[config.mk]
export PLATFORM = sky130hd
export DESIGN_NAME = codec_cfg_sequencer_flat
export DESIGN_NICKNAME = d
export VERILOG_FILES = /design/src/rtl/codec_cfg_pkg.sv /design/src/rtl/codec_cfg_sequencer_if.sv /design/src/rtl/codec_cfg_sequencer_sync2.sv /design/src/rtl/codec_cfg_sequencer.sv /design/src/flat_wrapper.sv
export SDC_FILE = /design/constraint.sdc
export NUM_CORES = 1
export LEC_CHECK = 0
export CAP_MARGIN = 20
export CELL_PAD_IN_SITES_DETAIL_PLACEMENT = 0
export CELL_PAD_IN_SITES_GLOBAL_PLACEMENT = 2
export CORE_ASPECT_RATIO = 0.5
export CORE_UTILIZATION = 36
export CTS_CLUSTER_DIAMETER = 120
export DETAILED_ROUTE_END_ITERATION = 8
export GPL_ROUTABILITY_DRIVEN = 0
export PLACE_DENSITY = 0.95
export SLEW_MARGIN = 20
export SYNTH_ARGS = -nofsm -noshare
export SYNTH_HDL_FRONTEND = slang
export SYNTH_HIERARCHICAL = 1
export SYNTH_SLANG_ARGS = --single-unit
[constraint.sdc]
create_clock -name clk -period 4.7 [get_ports clk]
set_input_delay 1.41 -clock clk [delete_from_list [all_inputs] [get_ports clk]]
set_output_delay 1.41 -clock clk [all_outputs]
set_load 0.01 [all_outputs]
[src/rtl/codec_cfg_pkg.sv]
// rtl/codec_cfg_pkg.sv - shared types and constants for the codec configuration sequencer
// Purpose: FSM state encoding, codec register addresses, boot table entry type
//          and table indexing constants used by the sequencer and its interface.
// Ports:   none (package).
package codec_cfg_pkg;

  localparam int ADDR_W = 7;
  localparam int DATA_W = 9;

  typedef enum logic [2:0] {
    S_IDLE,
    S_ISSUE,
    S_WAIT,
    S_RELEASE,
    S_GAP,
    S_SETTLE,
    S_READY,
    S_FAIL
  } state_t;

  localparam logic [ADDR_W-1:0] R0  = 7'd0;
  localparam logic [ADDR_W-1:0] R1  = 7'd1;
  localparam logic [ADDR_W-1:0] R4  = 7'd4;
  localparam logic [ADDR_W-1:0] R6  = 7'd6;
  localparam logic [ADDR_W-1:0] R7  = 7'd7;
  localparam logic [ADDR_W-1:0] R9  = 7'd9;
  localparam logic [ADDR_W-1:0] R15 = 7'd15;

  typedef struct packed {
    logic [ADDR_W-1:0] addr;
    logic [DATA_W-1:0] data;
  } entry_t;

  // Six power-up entries (0..5) followed by the activate write at index 6.
  localparam logic [3:0] TABLE_LEN      = 4'd6;
  localparam logic [3:0] LAST_TABLE_IDX = TABLE_LEN - 4'd1;
  localparam logic [3:0] ACT_INDEX      = TABLE_LEN;
  localparam logic [3:0] HOST_INDEX     = 4'd15;

endpackage

[src/rtl/codec_cfg_sequencer_if.sv]
// rtl/codec_cfg_sequencer_if.sv - I2C master request/status bundle
// Purpose: groups the write request to the I2C master and its returned status.
// Ports:   master modport (sequencer): drives i2c_register/i2c_din/i2c_enable/i2c_rw,
//          samples i2c_rdy/i2c_err. slave modport (I2C master): the reverse.
interface codec_cfg_sequencer_if;
  import codec_cfg_pkg::*;

  logic [ADDR_W-1:0] i2c_register;
  logic [DATA_W-1:0] i2c_din;
  logic              i2c_enable;
  logic              i2c_rw;
  logic              i2c_rdy;
  logic              i2c_err;

  modport master (
    output i2c_register, i2c_din, i2c_enable, i2c_rw,
    input  i2c_rdy, i2c_err
  );

  modport slave (
    input  i2c_register, i2c_din, i2c_enable, i2c_rw,
    output i2c_rdy, i2c_err
  );

endinterface

[src/rtl/codec_cfg_sequencer_sync2.sv]
// rtl/codec_cfg_sequencer_sync2.sv - two-flop level synchronizer
// Purpose: brings a level from the I2C master clock domain into clk.
// Ports:   clk, reset (sync, active-high), d (async level in), q (synchronized out).
module sync2 (
  input  logic clk,
  input  logic reset,
  input  logic d,
  output logic q
);

  logic meta_q;
  logic sync_q;

  always_ff @(posedge clk) begin
    if (reset) begin
      meta_q <= 1'b0;
      sync_q <= 1'b0;
    end else begin
      meta_q <= d;
      sync_q <= meta_q;
    end
  end

  assign q = sync_q;

endmodule

[src/rtl/codec_cfg_sequencer.sv]
// rtl/codec_cfg_sequencer.sv - codec boot sequencer and host write arbiter
// Purpose: replays the power-up write table to the I2C master, waits the settle
//          delay, writes the activate register, enables audio, then serves single
//          host register writes with retry/timeout and failure reporting.
// Ports:   clk, reset (sync, active-high), start (boot request pulse),
//          i2c (master modport to the I2C master), host_req/host_addr/host_data/host_ack
//          (host write handshake), busy/done/error/fail_index/audio_en (status).
module codec_cfg_sequencer
  import codec_cfg_pkg::*;
#(
  parameter logic [23:0] ACT_DELAY      = 24'h0FFFFF,
  parameter logic [15:0] GAP_CYCLES     = 16'd256,
  parameter int unsigned MAX_RETRY      = 2,
  parameter logic [19:0] TIMEOUT_CYCLES = 20'd500000
) (
  input  logic                  clk,
  input  logic                  reset,
  input  logic                  start,
  codec_cfg_sequencer_if.master i2c,
  input  logic                  host_req,
  input  logic [ADDR_W-1:0]     host_addr,
  input  logic [DATA_W-1:0]     host_data,
  output logic                  host_ack,
  output logic                  busy,
  output logic                  done,
  output logic                  error,
  output logic [3:0]            fail_index,
  output logic                  audio_en
);

  localparam logic [23:0] TMO_LAST  = {4'd0, TIMEOUT_CYCLES} - 24'd1;
  localparam logic [23:0] GAP_LAST  = {8'd0, GAP_CYCLES} - 24'd1;
  localparam logic [23:0] ACT_LAST  = ACT_DELAY - 24'd1;
  localparam logic [3:0]  RETRY_MAX = 4'(MAX_RETRY);

  logic rdy_s, err_s;

  sync2 u_sync_rdy (.clk(clk), .reset(reset), .d(i2c.i2c_rdy), .q(rdy_s));
  sync2 u_sync_err (.clk(clk), .reset(reset), .d(i2c.i2c_err), .q(err_s));

  state_t            state_q, state_d;
  logic [3:0]        idx_q, idx_d;
  logic [3:0]        retry_q, retry_d;
  logic [23:0]       cnt_q, cnt_d;
  logic              ok_q, ok_d;
  logic              host_q, host_d;
  logic [ADDR_W-1:0] haddr_q, haddr_d;
  logic [DATA_W-1:0] hdata_q, hdata_d;
  logic [ADDR_W-1:0] reg_q, reg_d;
  logic [DATA_W-1:0] din_q, din_d;
  logic              en_q, en_d;
  logic              busy_q, busy_d;
  logic              done_q, done_d;
  logic              error_q, error_d;
  logic [3:0]        fidx_q, fidx_d;
  logic              aen_q, aen_d;
  logic              ack_q, ack_d;
  logic              do_boot;
  entry_t            rom_entry;

  always_comb begin
    rom_entry = '{addr: R9, data: 9'h001};
    case (idx_q)
      4'd0:    rom_entry = '{addr: R15, data: 9'h000};
      4'd1:    rom_entry = '{addr: R6,  data: 9'h000};
      4'd2:    rom_entry = '{addr: R0,  data: 9'h017};
      4'd3:    rom_entry = '{addr: R1,  data: 9'h017};
      4'd4:    rom_entry = '{addr: R4,  data: 9'h002};
      4'd5:    rom_entry = '{addr: R7,  data: 9'h04A};
      default: rom_entry = '{addr: R9,  data: 9'h001};
    endcase
  end

  always_comb begin
    state_d = state_q;
    idx_d   = idx_q;
    retry_d = retry_q;
    cnt_d   = cnt_q;
    ok_d    = ok_q;
    host_d  = host_q;
    haddr_d = haddr_q;
    hdata_d = hdata_q;
    reg_d   = reg_q;
    din_d   = din_q;
    en_d    = en_q;
    busy_d  = busy_q;
    done_d  = done_q;
    error_d = error_q;
    fidx_d  = fidx_q;
    aen_d   = aen_q;
    ack_d   = 1'b0;
    do_boot = 1'b0;

    case (state_q)
      // Only reachable from reset, so it boots unconditionally.
      S_IDLE: do_boot = 1'b1;
      S_ISSUE: begin
        reg_d   = host_q ? haddr_q : rom_entry.addr;
        din_d   = host_q ? hdata_q : rom_entry.data;
        en_d    = 1'b1;
        cnt_d   = 24'd0;
        state_d = S_WAIT;
      end
      S_WAIT: begin
        cnt_d = cnt_q + 24'd1;
        if (rdy_s) begin
          ok_d    = 1'b1;
          en_d    = 1'b0;
          state_d = S_RELEASE;
        end else if (err_s || cnt_q == TMO_LAST) begin
          ok_d    = 1'b0;
          en_d    = 1'b0;
          state_d = S_RELEASE;
        end
      end
      // Hold off until the master has withdrawn its status.
      S_RELEASE: begin
        if (!rdy_s && !err_s) begin
          cnt_d   = 24'd0;
          state_d = S_GAP;
        end
      end
      S_GAP: begin
        if (cnt_q == GAP_LAST) begin
          cnt_d = 24'd0;
          if (ok_q) begin
            if (host_q) begin
              ack_d   = 1'b1;
              busy_d  = 1'b0;
              if (haddr_q == R9) aen_d = hdata_q[0];
              state_d = S_READY;
            end else if (idx_q == LAST_TABLE_IDX) begin
              state_d = S_SETTLE;
            end else if (idx_q == ACT_INDEX) begin
              aen_d   = 1'b1;
              done_d  = 1'b1;
              busy_d  = 1'b0;
              state_d = S_READY;
            end else begin
              idx_d   = idx_q + 4'd1;
              retry_d = 4'd0;
              state_d = S_ISSUE;
            end
          end else if (retry_q < RETRY_MAX) begin
            retry_d = retry_q + 4'd1;
            state_d = S_ISSUE;
          end else begin
            error_d = 1'b1;
            aen_d   = 1'b0;
            busy_d  = 1'b0;
            if (host_q) begin
              fidx_d  = HOST_INDEX;
              ack_d   = 1'b1;
              state_d = S_READY;
            end else begin
              fidx_d  = idx_q;
              state_d = S_FAIL;
            end
          end
        end else begin
          cnt_d = cnt_q + 24'd1;
        end
      end
      S_SETTLE: begin
        if (cnt_q == ACT_LAST) begin
          idx_d   = ACT_INDEX;
          retry_d = 4'd0;
          state_d = S_ISSUE;
        end else begin
          cnt_d = cnt_q + 24'd1;
        end
      end
      S_READY: begin
        // ack_q guard: the host still holds req in the cycle the ack is visible.
        if (start) begin
          do_boot = 1'b1;
        end else if (host_req && !ack_q) begin
          haddr_d = host_addr;
          hdata_d = host_data;
          host_d  = 1'b1;
          retry_d = 4'd0;
          busy_d  = 1'b1;
          state_d = S_ISSUE;
        end
      end
      S_FAIL: begin
        if (start) do_boot = 1'b1;
      end
      default: state_d = S_IDLE;
    endcase

    if (do_boot) begin
      idx_d   = 4'd0;
      retry_d = 4'd0;
      host_d  = 1'b0;
      done_d  = 1'b0;
      error_d = 1'b0;
      aen_d   = 1'b0;
      busy_d  = 1'b1;
      state_d = S_ISSUE;
    end
  end

  always_ff @(posedge clk) begin
    if (reset) begin
      state_q <= S_IDLE;
      idx_q   <= 4'd0;
      retry_q <= 4'd0;
      cnt_q   <= 24'd0;
      ok_q    <= 1'b0;
      host_q  <= 1'b0;
      haddr_q <= '0;
      hdata_q <= '0;
      reg_q   <= '0;
      din_q   <= '0;
      en_q    <= 1'b0;
      busy_q  <= 1'b0;
      done_q  <= 1'b0;
      error_q <= 1'b0;
      fidx_q  <= 4'd0;
      aen_q   <= 1'b0;
      ack_q   <= 1'b0;
    end else begin
      state_q <= state_d;
      idx_q   <= idx_d;
      retry_q <= retry_d;
      cnt_q   <= cnt_d;
      ok_q    <= ok_d;
      host_q  <= host_d;
      haddr_q <= haddr_d;
      hdata_q <= hdata_d;
      reg_q   <= reg_d;
      din_q   <= din_d;
      en_q    <= en_d;
      busy_q  <= busy_d;
      done_q  <= done_d;
      error_q <= error_d;
      fidx_q  <= fidx_d;
      aen_q   <= aen_d;
      ack_q   <= ack_d;
    end
  end

  assign i2c.i2c_register = reg_q;
  assign i2c.i2c_din      = din_q;
  assign i2c.i2c_enable   = en_q;
  assign i2c.i2c_rw       = 1'b0;
  assign host_ack         = ack_q;
  assign busy             = busy_q;
  assign done             = done_q;
  assign error            = error_q;
  assign fail_index       = fidx_q;
  assign audio_en         = aen_q;

endmodule

[src/flat_wrapper.sv]
// flat-port wrapper written by rule: the top's interface ports become plain ports
module codec_cfg_sequencer_flat import codec_cfg_pkg::*;
#(
  parameter logic [23:0] ACT_DELAY      = 24'h0FFFFF,
  parameter logic [15:0] GAP_CYCLES     = 16'd256,
  parameter int unsigned MAX_RETRY      = 2,
  parameter logic [19:0] TIMEOUT_CYCLES = 20'd500000
)
  (clk, reset, start, host_req, host_addr, host_data, host_ack, busy, done, error, fail_index, audio_en, i2c_i2c_register, i2c_i2c_din, i2c_i2c_enable, i2c_i2c_rw, i2c_i2c_rdy, i2c_i2c_err);
  codec_cfg_sequencer_if i2c_i ();
  input  logic clk;
  input  logic reset;
  input  logic start;
  input  logic host_req;
  input  logic [ADDR_W-1:0] host_addr;
  input  logic [DATA_W-1:0] host_data;
  output logic host_ack;
  output logic busy;
  output logic done;
  output logic error;
  output logic [3:0] fail_index;
  output logic audio_en;
  output wire logic [$bits(i2c_i.i2c_register)-1:0] i2c_i2c_register;
  output wire logic [$bits(i2c_i.i2c_din)-1:0] i2c_i2c_din;
  output wire logic [$bits(i2c_i.i2c_enable)-1:0] i2c_i2c_enable;
  output wire logic [$bits(i2c_i.i2c_rw)-1:0] i2c_i2c_rw;
  input wire logic [$bits(i2c_i.i2c_rdy)-1:0] i2c_i2c_rdy;
  input wire logic [$bits(i2c_i.i2c_err)-1:0] i2c_i2c_err;
  assign i2c_i2c_register = i2c_i.i2c_register;
  assign i2c_i2c_din = i2c_i.i2c_din;
  assign i2c_i2c_enable = i2c_i.i2c_enable;
  assign i2c_i2c_rw = i2c_i.i2c_rw;
  assign i2c_i.i2c_rdy = i2c_i2c_rdy;
  assign i2c_i.i2c_err = i2c_i2c_err;
  codec_cfg_sequencer #(.ACT_DELAY(ACT_DELAY), .GAP_CYCLES(GAP_CYCLES), .MAX_RETRY(MAX_RETRY), .TIMEOUT_CYCLES(TIMEOUT_CYCLES)) u_core (.clk(clk), .reset(reset), .start(start), .i2c(i2c_i), .host_req(host_req), .host_addr(host_addr), .host_data(host_data), .host_ack(host_ack), .busy(busy), .done(done), .error(error), .fail_index(fail_index), .audio_en(audio_en));
endmodule
==> results.cfg <==
[power]
power.total_mw = 1.98
p_int_mw = 1.37
p_per_area_mw_per_mm2 = 397
share_seq_of_total_power = 0.401
p_leak_nw = 1.58
pwr-share-clk = 0.396
p_switching_mw = 0.607
vdd_drop_max_mv = 0.217
swShare = 0.307
comb_power_share = 0.203

[timing]
fin_tns_setup_ns = 0
drv_slew = 0
worst_hold_slack_ns = 0.441
hold_viol = 0
relSlewSlack = 0.494
setup_viol_count_final = 0
tightest_slew_ns = 0.758
post-route-min-period_ns = 3.22
rsz0062_at_grt = no
skew_ns = 0.00795
worst_slack_ns = 1.48
finalCritPeriodShare = 0.686
fmax_mhz = 310

[synth]
synth_edf_count = 0
netlist_area_mm2 = 0.00411
synthCells = 510
async_reset_ff_frac = 0
syn_avg_cell_area_um2 = 8.07
ys_seq_elements = 83
synth-main-ff-cell = dfxtp_1
synth_cell_type_count = 64
syn_nets = 539
yosysSeqAreaShare = 0.404
yosysWarnings = 6

[setup_path]
startpoint_type = primary input
crit_fanout = 7
crit_slowest_cell = or4b_4
end_kind = flip-flop
max_stage_delay_ns = 0.58
path_class = in -> reg
critical_path.cell_chain = clkdlybuf4s50_1 > or4b_4 > nand2_1 > o311a_1 > nand3_2 > or4_1 > a21oi_1
cp.arrival_ns = 3.49
critical_path_buf_inv_count = 1
path_delay_family = simple AND/OR/NAND/NOR gates
cp.required_ns = 4.97

[clock_network]
htreeDepth = 3
post-cts-setup-buffer-count = 0
post_cts_resized = 0
cts_sinks = 83
path_clk_slew_ns = 0.06
cts_tree = done
numCtsBuffers = 9
ctsRootBufferMaster = clkbuf_16
clk_path_buf_depth = 2
clock_latency_ns = 0.34
hold_buffers = 0

[grt]
grt_max_degree = 42
grt_pass1_wl_um = 16600
grt_pass1_vias = 3338
grt_overflow_total = 0
antenna_found_initial = 0
track_usage = 0.174

[layout]
diodes = 0
regArea_mm2 = 0.00166
final_cells = 690
final_cell_mix = dfxtp_1 (83), nand2_1 (73), nor2_1 (61)
multi_input_area_mm2 = 0.00228
area_delta_synth_final_pct = 21.2
final_area_mm2 = 0.00498
drive_gt1_frac = 0.0697
nets = 569
fillers = 1108
final_util = 0.451
layout_commonest_cell = dfxtp_1

[floorplan]
start_util = 0.372
die_width_um = 153
rows = 27
die_height_um = 77.6
pin_count = 49
die-area_mm2 = 0.0119
core_mm2 = 0.0110

[placement]
dp.final_hpwl_um = 6930
post-place-cells = 674
place_area_mm2 = 0.00466
place_ws_ns = 1.13
io_buffers = 47

[drt]
drc = 0
viasPerCell = 5.36
wire_per_inst_um = 14.8
first_iter_violations = 189
firstDrtPassIters = 4
drt-total-wl_um = 10200
ant_nets = 0
dr_total_vias = 3696

[worst_hold_path]
hp-class = reg -> reg

[run_status]
status = completed

[flow_run]
max-cap-violations = 0
power by group through the flow:
stage                     sequential, mW  clock [mW]  combinational, mW
final                              0.794       0.782              0.401
after CTS                          0.793       0.801              0.400
after global routing               0.801       0.831              0.442
after floorplan                    0.793           0              0.272
after global placement             0.809           0              0.398
after detailed placement           0.809           0              0.398
cells in the mapped netlist, types with 7 or more instances:
cell type  instances  share of area
o211ai_1           9          0.016
dfxtp_1           83           0.40
nand4_1            9          0.014
xnor2_1           24          0.051
a211oi_1           7          0.013
nor2_1            61          0.056
clkbuf_1          19          0.017
ha_1               7          0.021
buf_2              7         0.0085
nand3_1           19          0.023
nor4_1            10          0.015
nor2b_1            9          0.014
inv_1              8         0.0073
nor3_1            22          0.027
o21ai_0           11          0.013
nand2_1           73          0.067
a21oi_1           41          0.050
registers in the layout (all words and copies together), names as in the netlist:
register	flops
u_core/fail_index	4
u_core/state_q	3
u_core/audio_en	1
u_core/i2c.i2c_din	9
u_core/u_sync_err/meta_q	1
u_core/i2c.i2c_enable	1
u_core/ok_q	1
u_core/error	1
u_core/cnt_q	24
u_core/haddr_q	7
u_core/u_sync_rdy/q	1
u_core/retry_q	4
u_core/hdata_q	9
u_core/u_sync_rdy/meta_q	1
u_core/busy	1
u_core/done	1
u_core/host_ack	1
u_core/u_sync_err/q	1
u_core/i2c.i2c_register	7
u_core/host_q	1
u_core/idx_q	4
area by class of cell:
class / count / share of cell area
well taps: 145 / 0.0364
repair buffers: 51 / 0.100
inverters: 9 / 0.00678
clock buffers: 9 / 0.0452
clock inverters: 7 / 0.0208
flip-flops and latches: 83 / 0.333
multi-input cells: 386 / 0.457
cells by family (layout without fill, tap and decap cells):
logic type	Yosys count	in the layout	share of synthesized area
flops	83	83	0.404
buf+inv	41	76	0.0435
mux	2	2	0.00517
compound gates	99	99	0.155
simple gates	252	252	0.317
xor+xnor	25	25	0.0532
fa+ha+maj	7	7	0.0213
other cells	1	1	0.000912
final timing paths:
check	endpoint	slack [ns]	cells after the start	start
hold reg to reg	u_core/u_sync_rdy/q$_SDFF_PP0_	0.44	1	u_core/u_sync_rdy/meta_q$_SDFF_PP0_
hold / removal	u_core/u_sync_rdy/q$_SDFF_PP0_	0.44	1	u_core/u_sync_rdy/meta_q$_SDFF_PP0_
setup / recovery	u_core/retry_q[2]$_SDFFE_PP0P_	1.48	7	start
setup reg to reg	u_core/cnt_q[3]$_SDFFE_PP0P_	2.29	6	u_core/state_q[1]$_SDFFE_PP0P_
per-layer routing:
metal	track usage	part of all wire	vias up
li1	-	-	1863
met1	0.232	0.50	1750
met2	0.277	0.44	71
met3	0.0464	0.044	12
met4	0.0495	0.010	0
met5	0	0	-
Power figures use the tool's default switching activity.
